==> src/rtl/un_striping_sched_pkg.sv <==
`default_nettype none
// ============================================================================
// un_striping_sched_pkg
// Shared defaults and scheduler state encoding for the two-lane un-striper.
// Revision: 1.0
// ============================================================================
package un_striping_sched_pkg;

   localparam int c_DATA_W_DEFAULT = 32;

   typedef enum logic [1:0] {
      ST_IDLE    = 2'd0,
      ST_SEND_L0 = 2'd1,
      ST_SEND_L1 = 2'd2
   } sched_state_e;

endpackage
`default_nettype wire

==> src/rtl/un_striping_sched_lane_fifo.sv <==
`default_nettype none
// ============================================================================
// un_striping_sched_lane_fifo
// Per-lane skew FIFO with flush; ovf_o marks a push dropped on a full FIFO.
// Revision: 1.0
// ============================================================================
module un_striping_sched_lane_fifo #(
   parameter int DATA_W = 32,
   parameter int DEPTH  = 4
) (
   input  logic              clk_2f,
   input  logic              reset,
   input  logic              push_i,
   input  logic [DATA_W-1:0] wdata_i,
   input  logic              pop_i,
   input  logic              flush_i,
   output logic [DATA_W-1:0] head_o,
   output logic              empty_o,
   output logic              full_o,
   output logic              ovf_o
);

   localparam int AW = $clog2(DEPTH);

   logic [DATA_W-1:0] mem_q [DEPTH];
   logic [AW-1:0]     wr_ptr_q;
   logic [AW-1:0]     rd_ptr_q;
   logic [AW:0]       count_q;
   logic              w_do_pop;
   logic              w_do_push;

   assign empty_o   = (count_q == '0);
   assign full_o    = (count_q == (AW+1)'(DEPTH));
   assign head_o    = mem_q[rd_ptr_q];
   assign w_do_pop  = pop_i & ~empty_o & ~flush_i;
   // A full FIFO still accepts a push when the head leaves on the same edge.
   assign w_do_push = push_i & ~flush_i & (~full_o | w_do_pop);
   assign ovf_o     = push_i & ~flush_i & full_o & ~w_do_pop;

   always_ff @(posedge clk_2f) begin
      if (reset || flush_i) begin
         wr_ptr_q <= '0;
         rd_ptr_q <= '0;
         count_q  <= '0;
      end else begin
         if (w_do_push) begin
            wr_ptr_q <= wr_ptr_q + AW'(1);
         end
         if (w_do_pop) begin
            rd_ptr_q <= rd_ptr_q + AW'(1);
         end
         case ({w_do_push, w_do_pop})
            2'b10:   count_q <= count_q + (AW+1)'(1);
            2'b01:   count_q <= count_q - (AW+1)'(1);
            default: count_q <= count_q;
         endcase
      end
   end

   always_ff @(posedge clk_2f) begin
      if (w_do_push && !reset) begin
         mem_q[wr_ptr_q] <= wdata_i;
      end
   end

endmodule
`default_nettype wire

==> src/rtl/un_striping_sched.sv <==
`default_nettype none
// ============================================================================
// un_striping_sched
// Rebuilds one stream from two skewed lanes by strict lane_0/lane_1 alternation.
// Revision: 1.0
// ============================================================================
module un_striping_sched
   import un_striping_sched_pkg::*;
#(
   parameter int DATA_W    = c_DATA_W_DEFAULT,
   parameter int DEPTH     = 4,
   parameter int MAX_STALL = 8
) (
   input  logic              clk_2f,
   input  logic              reset,
   input  logic              valid_0,
   input  logic [DATA_W-1:0] lane_0,
   input  logic              valid_1,
   input  logic [DATA_W-1:0] lane_1,
   output logic [DATA_W-1:0] data_out,
   output logic              valid_out,
   output logic              next_lane,
   output logic              skew_err,
   output logic              overflow_err
);

   localparam int SW = $clog2(MAX_STALL + 1);

   sched_state_e      state_q, state_d;
   logic [DATA_W-1:0] data_q, data_d;
   logic              valid_q, valid_d;
   logic [SW-1:0]     stall_q, stall_d;
   logic              skew_q, skew_d;
   logic              ovf_q, ovf_d;

   logic [1:0]        w_pop;
   logic              w_flush;
   logic              w_sel;
   logic [1:0]        w_empty;
   logic [1:0]        w_full;
   logic [1:0]        w_ovf;
   logic [DATA_W-1:0] w_head [2];

   genvar gi;
   for (gi = 0; gi < 2; gi++) begin : g_lane
      un_striping_sched_lane_fifo #(
         .DATA_W (DATA_W),
         .DEPTH  (DEPTH)
      ) u_fifo (
         .clk_2f  (clk_2f),
         .reset   (reset),
         .push_i  ((gi == 0) ? valid_0 : valid_1),
         .wdata_i ((gi == 0) ? lane_0  : lane_1),
         .pop_i   (w_pop[gi]),
         .flush_i (w_flush),
         .head_o  (w_head[gi]),
         .empty_o (w_empty[gi]),
         .full_o  (w_full[gi]),
         .ovf_o   (w_ovf[gi])
      );
   end

   always_comb begin
      state_d = state_q;
      data_d  = data_q;
      valid_d = 1'b0;
      stall_d = stall_q;
      skew_d  = 1'b0;
      ovf_d   = ovf_q | (|(w_ovf & w_full));
      w_pop   = 2'b00;
      w_flush = 1'b0;
      w_sel   = (state_q == ST_SEND_L1);
      unique case (state_q)
         ST_IDLE: begin
            stall_d = '0;
            if (!w_empty[0]) begin
               state_d = ST_SEND_L0;
            end
         end
         ST_SEND_L0, ST_SEND_L1: begin
            if (!w_empty[w_sel]) begin
               w_pop[w_sel] = 1'b1;
               data_d       = w_head[w_sel];
               valid_d      = 1'b1;
               stall_d      = '0;
               state_d      = w_sel ? ST_SEND_L0 : ST_SEND_L1;
            end else if (!w_empty[~w_sel]) begin
               // Only a waiting word on the other lane counts as skew.
               if (stall_q == SW'(MAX_STALL - 1)) begin
                  skew_d  = 1'b1;
                  w_flush = 1'b1;
                  stall_d = '0;
                  state_d = ST_IDLE;
               end else begin
                  stall_d = stall_q + SW'(1);
               end
            end else begin
               stall_d = '0;
            end
         end
         default: begin
            state_d = ST_IDLE;
         end
      endcase
   end

   always_ff @(posedge clk_2f) begin
      if (reset) begin
         state_q <= ST_IDLE;
         data_q  <= '0;
         valid_q <= 1'b0;
         stall_q <= '0;
         skew_q  <= 1'b0;
         ovf_q   <= 1'b0;
      end else begin
         state_q <= state_d;
         data_q  <= data_d;
         valid_q <= valid_d;
         stall_q <= stall_d;
         skew_q  <= skew_d;
         ovf_q   <= ovf_d;
      end
   end

   assign data_out     = data_q;
   assign valid_out    = valid_q;
   assign next_lane    = (state_q == ST_SEND_L1);
   assign skew_err     = skew_q;
   assign overflow_err = ovf_q;

endmodule
`default_nettype wire
==> config.mk <==
export PLATFORM = sky130hd
export DESIGN_NAME = un_striping_sched
export DESIGN_NICKNAME = d
export VERILOG_FILES = /design/src/rtl/un_striping_sched_pkg.sv /design/src/rtl/un_striping_sched_lane_fifo.sv /design/src/rtl/un_striping_sched.sv
export SDC_FILE = /design/constraint.sdc
export NUM_CORES = 1
export LEC_CHECK = 0
export CORE_MARGIN = 4
export CORE_UTILIZATION = 57
export CTS_CLUSTER_SIZE = 14
export DETAILED_ROUTE_END_ITERATION = 12
export GPL_TIMING_DRIVEN = 0
export MAX_ROUTING_LAYER = met4
export PLACE_DENSITY = 0.79
export SYNTH_ARGS = -nofsm -noshare
export SYNTH_HDL_FRONTEND = slang
export SYNTH_SLANG_ARGS = --single-unit
==> constraint.sdc <==
create_clock -name clk_2f -period 3.85 [get_ports clk_2f]
set_input_delay 0.77 -clock clk_2f [delete_from_list [all_inputs] [get_ports clk_2f]]
set_output_delay 0.77 -clock clk_2f [all_outputs]
set_load 0.03 [all_outputs]
After elaboration in Yosys (flattened, before gate mapping)
Memories as Yosys holds them, arrays and structs flattened. A register that Yosys moved wholly into a read port is not among the register bits.
Cells that the tools add are included.
- register bits: 55
- memory bits (writable): 256
- bits of input ports: 68
- output and inout bits: 36
- logic and storage cells: 118
- memories kept: 2
- memory list (name ; depth ; bits a word ; rd ports ; clocked after memory_dff ; write ports ; RTL line ; source):
    g_lane[0].u_fifo.mem_q ; 4 ; 32 ; 1 ; 1 ; 1 ; un_striping_sched_lane_fifo.sv:25 ; logic [DATA_W-1:0] mem_q [DEPTH];
    g_lane[1].u_fifo.mem_q ; 4 ; 32 ; 1 ; 1 ; 1 ; un_striping_sched_lane_fifo.sv:25 ;
- $add $sub $neg: 9
- order comparisons: 4
- equality and inequality tests: 12
- muxes and demuxes: 36
- bitwise gates (word level): 27
- reductions and logical operators: 16
- operators with widths (operator ; count):
    32-bit 2-to-1 mux ; 3
    2-bit 2-to-1 mux ; 11
    1-bit 2-to-1 mux ; 14
    1-bit AND ; 12
    4-bit 2-to-1 mux ; 3
    3-bit one-hot mux with 2 select lines ; 2
    1-bit NOT ; 10
    2-bit by 1-bit adder with 2-bit output (second input constant) ; 4
    4-bit one-hot mux with 2 select lines ; 1
    3-bit by 1-bit adder with 3-bit output (second input constant) ; 2
    2-bit by 1-bit equality test with 1-bit output (second input constant) ; 3
    2-bit equality test (second input constant) ; 3
    3-bit equality test (second input constant) ; 2
    3-bit zero test ; 2
    3-bit inequality test (second input constant) ; 2
    2-bit nonzero test ; 3
    2-bit OR reduction ; 3
    3-bit by 1-bit subtractor with 3-bit output (second input constant) ; 2
    4-bit by 1-bit adder with 4-bit output (second input constant) ; 1
    4-bit by 3-bit equality test with 1-bit output (second input constant) ; 1
    1-bit by 2-bit less-than comparator with 1-bit output (second input constant) ; 2
    2-bit one-hot mux with 2 select lines ; 1
    1-bit logical AND ; 3
    1-bit bitwise OR ; 3
    other kinds (11) ; 11

Longest topological paths before layout
- depth in word-level cells: 14
- depth in mapped cells: 13
- mapped depth without buffers: 13

By module
A second synthesis with hierarchy kept.
- cell total of the unflattened synthesis: 647
- area total of the unflattened synthesis: 12400.6 sq um
- modules (own cells, without submodules) (module ; times used ; cells each ; area each (sq um) ; seq. area each (sq um)):
    un_striping_sched_lane_fifo ; 2 ; 224 ; 5172.5 ; 4023.9
    un_striping_sched ; 1 ; 199 ; 2055.7 ; 820.8

Worst setup path after synthesis
OpenSTA, ideal clock, no wires.
- path type: reg2reg
- start point: register state_q[0]
- end point: register g_lane[0].u_fifo.count_q[2]
- setup time: 0.115 ns
- arrival: 2.753 ns
- required time: 3.735 ns
- slack: 0.982 ns
- stages on the path, launching flop included: 14
- buffers on the path: 0
- clock period less this slack: 2.868 ns
- cells stage by stage: dfxtp_1 -> inv_1 -> ha_1 -> or4b_4 -> o22ai_2 -> nand3_1 -> nand2_1 -> ha_1 -> inv_1 -> fa_1 -> xor2_1 -> nor2_1 -> xnor2_1 -> nor2_1
- cells in the longest elaborated chain, start to end: 13
- elaborated cells between the ends (all ways): 28
- classes of those cells: order compare (2); eq/ne (4); mux (12); bitwise (6); reduce/logical (4)
- ends and longest elaborated chain (what ; RTL line ; source):
    start, declared ; un_striping_sched.sv:29 ; sched_state_e state_q, state_d;
    start signal, assigned ; un_striping_sched.sv:116 ; state_q <= state_d;
    2-bit equality test * ; -- ;
    net next_lane ; un_striping_sched.sv:22 ; output logic next_lane,
    1-bit by 2-bit less-than comparator with 1-bit output (implied by the code) or 1-bit >= comparator (tied branches) ; un_striping_sched.sv:82 ; w_pop[w_sel] = 1'b1;
    1-bit logical AND (implied by the code) ; un_striping_sched.sv:82 ;
    1-bit 2-to-1 mux (implied by the code) ; un_striping_sched.sv:82 ;
    1-bit demux with 1-bit select ; un_striping_sched.sv:82 ;
    2-bit 2-to-1 mux ; un_striping_sched.sv:81 ; if (!w_empty[w_sel]) begin
    2-bit 2-to-1 mux ; un_striping_sched.sv:73 ; unique case (state_q)
    1-bit AND (2 in series) ; un_striping_sched_lane_fifo.sv:35 ; assign w_do_pop = pop_i & ~empty_o & ~flush_i;
    1-bit bitwise OR ; un_striping_sched_lane_fifo.sv:37 ; assign w_do_push = push_i & ~flush_i & (~full_o | w_do_pop);
    1-bit AND ; un_striping_sched_lane_fifo.sv:37 ;
    2-bit by 1-bit equality test with 1-bit output or 2-bit equality test (tied branches) ; un_striping_sched_lane_fifo.sv:52 ; case ({w_do_push, w_do_pop})
    3-bit one-hot mux with 2 select lines or 2-bit nonzero test (tied branches) ; -- ;
    end signal, assigned ; un_striping_sched_lane_fifo.sv:53 ; 2'b10: count_q <= count_q + (AW+1)'(1);
    end signal, assigned ; un_striping_sched_lane_fifo.sv:54 ; 2'b01: count_q <= count_q - (AW+1)'(1);
    end signal, assigned ; un_striping_sched_lane_fifo.sv:55 ; default: count_q <= count_q;
    end, declared ; un_striping_sched_lane_fifo.sv:28 ; logic [AW:0] count_q;
Mark *: on every way through the listed nets, which the timed path passes. The rest lies on a longest branch. The select of a mux whose other input is x is not followed.
A chain may end at the register's enable or synchronous reset.

Final worst setup path
- start point: register state_q[0]
- end point: register g_lane[0].u_fifo.count_q[2]
- cells in the longest elaborated chain, start to end: 13
- elaborated cells between the ends (all ways): 28
- classes of those cells: order compare (2); eq/ne (4); mux (12); bitwise (6); reduce/logical (4)
- ends and longest elaborated chain (what ; RTL line):
    2-bit equality test ; un_striping_sched.sv:72, un_striping_sched.sv:73
    1-bit by 2-bit less-than comparator with 1-bit output (implied by the code) or 1-bit >= comparator (tied branches) ; un_striping_sched.sv:82
    1-bit logical AND (implied by the code) ; un_striping_sched.sv:82
    1-bit 2-to-1 mux (implied by the code) ; un_striping_sched.sv:82
    1-bit demux with 1-bit select ; un_striping_sched.sv:82
    2-bit 2-to-1 mux ; un_striping_sched.sv:81
    2-bit 2-to-1 mux ; un_striping_sched.sv:73
    1-bit AND (2 in series) ; un_striping_sched_lane_fifo.sv:35
    1-bit bitwise OR ; un_striping_sched_lane_fifo.sv:37
    1-bit AND ; un_striping_sched_lane_fifo.sv:37
    2-bit by 1-bit equality test with 1-bit output or 2-bit equality test (tied branches) ; un_striping_sched_lane_fifo.sv:52
    3-bit one-hot mux with 2 select lines or 2-bit nonzero test (tied branches) ; --
Several ways; a longest one is shown, not always the timed one. The select of a mux whose other input is x is not followed.

==> summary.md <==
| Metric | Value |
|---|---|
| ANT nets after route | 0 |
| Min Tclk post-route | 3040 ps |
| # setup viols final | 0 |
| Sequential-to-total area share from yosys stat | 0.730 |
| Initial Utilization | 0.578 |
| Largest net degree at the start of global routing | 33 |
| PortBufs | 103 |
| CP Buf/Inv Count | 2 |
| Relative slew margins | 0.347 |
| Crit path DAT | ~3500 ps |
| Clk sinks | 315 |
| Vias in the first global route | 7112 |
| Pwr Total | 9.92 mW |
| H-tree depth | 1 |
| DR pass1 iterations | 4 |
| Site Rows | 53 |
| Global placement routability congestion | ~0.85 |
| Final nets | around 900 |
| Crit-path leading delay family | simple AND/OR/NAND/NOR gates |
| Top FF cell, synth | edfxtp_1 |
| Final Non-Filler Cells | roughly 1100 |
| GRT met2 Usage | 0.393 |
| Synthesized area per cell | 18.5 um2 |
| Clk slew on worst S/H paths | about 60 ps |
| Top cell type's share of synthesized area | 0.633 |
| Area leader, netlist | edfxtp_1 |
| Via density | 6.06 |
| Worst slew pin tran | 979 ps |
| CTS tree | yes |
| Wire length per cell | 23.9 um |
| Met3 global-route usage | 0.0400 |
| M1 GR Usage | 0.280 |
| Fin util | 0.701 |
| Post_cts resized | 0 |
| Setup Skew | 18.8 ps |
| Die Wd | 154 um |
| Post-Synthesis Cells | between 600 and 700 |
| Post-CTS setup buffer count | 0 |
| GRT busiest layer | met2 |
| Core area | 0.0210 mm2 |
| Area Growth Syn to Fin | 21.3% |
| Leak | 4.72 nW |
| Post-synth cell types | 51 |
| Cell Chain, Critical Path | inv_1, ha_1, or4_1, o22ai_2, nand3_1, nand2_1, ha_1, inv_1, fa_1, xor2_1, nor2_1, xnor2_1, nor2_1 |
| EDFF count, synth | 256 |
| MaxCap Viol Count | 0 |
| Post-Syn Nets | 738 |
| FFs w/ async S/R, synth | 0 |
| Die ar. | 0.0237 mm2 |
| Drt drc | 0 |
| WL final | 26200 um |
| Peak supply drop | 0.454 mV |
| Crit-path max FO | 8 |
| Share of layout cells above drive strength 1 | 0.182 |
| Multi-input logic area | 0.00307 mm2 |
| Clk_lat worst skew | 550 ps |
| Dpl cells | 1037 |
| DP Wirelength | 16200 um |
| Initial antenna violation count | 3 |
| Mapped Area | 0.0121 mm2 |
| Fmax achieved | ~330 MHz |
| Yosys reg bits | about 320 |
| Leading post-synthesis cells by cell area | edfxtp_1, mux4_2, dfxtp_1 |
| CTS Buffer Depth | 3 |
| Setup TNS | 0 ps |
| Die height | approximately 150 um |
| Num CTS Buffers | 30 |
| Final hold vios | 0 |
| Slew Limit Fails | 0 |
| Fin crit share | 0.790 |
| Yosys synthesis warning count | 0 |
| IO Pins | 104 |
| Root Buffer | clkbuf_16 |
| Setup CP Type | reg -> reg |
| Hold_buf cts | 0 |
| RSZ-0062 raised after global routing | no |
| Sequential Area | 0.00887 mm2 |
| Critical Path Slowest Stage Cell | or4_1 |
| Crit start category | register |
| Req. time, crit path | 4300 ps |
| Fill count | 1294 |
| Routed vias | around 6600 |
| Gr ovfl total | 0 |
| Hold slack | 490 ps |
| DR iter-0 viols | about 480 |
| Max stage delay on crit path | 470 ps |
| Worst min path class | reg -> reg |
| CP endpoint kind | register |
| First-pass GRT wire length | between 40000 and 50000 um |
| Outcome | complete, no violations |
| Tot GR Track Use | 0.231 |
| Pwr/cell area | roughly 670 mW/mm2 |
## routing by layer
layer / vias to the layer above / routed length, um
met2: 270 / 13800
met4: 0 / 881
met5: - / 0
met1: 3416 / 10000
met3: 65 / 1500
li1: 2892 / -
## through the flow
| stage | setup WS [ps] | area, um2 |
|---|---|---|
| floorplan | 982 | 12100 |
| global placement | -136 | 13500 |
| detailed placement | 651 | 13600 |
| CTS | 830 | 14700 |
| global route | 637 | 14700 |
| finish | 807 | 14700 |
## logic make-up after synthesis
group | after synthesis | share of synthesized area
compound gates | 61 | 0.0390
mux | 99 | 0.147
simple gates | 103 | 0.0409
xor+xnor | 11 | 0.00793
fa+ha+maj | 15 | 0.0167
buf+inv | 51 | 0.0180
flops | 315 | 0.730
## cells in the mapped netlist, drive strengths merged, types with 2 or more instances
| cell type | number |
|---|---|
| clkbuf | 17 |
| o311ai | 2 |
| o21ai | 3 |
| nor2 | 55 |
| and3 | 10 |
| dfxtp | 59 |
| ha | 13 |
| mux2i | 35 |
| nand4b | 3 |
| fa | 2 |
| and2 | 2 |
| buf | 18 |
| edfxtp | 256 |
| nand4 | 3 |
| nand2 | 9 |
| inv | 16 |
| a211oi | 33 |
| mux4 | 64 |
| xor2 | 4 |
| nor3 | 6 |
| xnor2 | 7 |
| a21oi | 3 |
| nand3 | 5 |
| a31oi | 9 |
## state kept, by name (all words and copies together), names as in the netlist, named ones only
signal	flops
valid_out	1
stall_q	4
g_lane.u_fifo.rd_ptr_q	4
g_lane.u_fifo.mem_q	256
g_lane.u_fifo.count_q	6
state_q	2
overflow_err	1
skew_err	1
g_lane.u_fifo.wr_ptr_q	4
data_out	32
## worst reg2reg max path, stage by stage, from the launching register on
cell and delay (ps):
dfxtp_1 350, inv_1 70, ha_1 290, or4_1 480, o22ai_2 350, nand3_1 180, nand2_1 110, ha_1 200
inv_1 60, fa_1 390, xor2_1 160, nor2_1 130, xnor2_1 130, nor2_1 50
## area by class of cell
class | count | share of cell area
Multi-Input combinational cell | 289 | 0.208
Buffer | 35 | 0.0108
Tap cell | 275 | 0.0233
Sequential cell | 315 | 0.602
Timing Repair Buffer | 107 | 0.0754
Antenna cell | 3 | 0.000509
Clock inverter | 11 | 0.0122
Clock buffer | 45 | 0.0637
Inverter | 16 | 0.00407
## path summary, 6_finish.rpt
check | startpoint | depth (start not counted) | endpoint | slack [ps]
max | state_q[0] | 13 | g_lane[0].u_fifo.count_q[2] | 810
min | state_q[0] | 2 | state_q[0] | 490
max reg2reg | state_q[0] | 13 | g_lane[0].u_fifo.count_q[2] | 810
min reg2reg | state_q[0] | 2 | state_q[0] | 490
## report_power, final
| group | switching (mW) | internal (mW) | leakage [nW] |
|---|---|---|---|
| combinational | 1.43 | 1.04 | 1.36 |
| sequential | 0.190 | 4.02 | 2.81 |
| clock | 1.23 | 2.01 | 0.559 |
## cell usage in the layout (no fill, tap or decap), types with 6 or more instances in the layout
master and instances:
clkbuf_1 20, clkbuf_16 31, ha_1 13, inv_1 16, buf_2 10, clkbuf_8 11
a31oi_1 8, xnor2_1 7, clkdlybuf4s50_1 103, mux4_2 64, buf_1 6, nor2_1 55
clkinv_2 6, a211oi_1 33, mux2i_1 35, nand2_1 9, edfxtp_1 256, dfxtp_1 59
and3_2 8
Note: power is estimated with default switching activity, not from simulation.
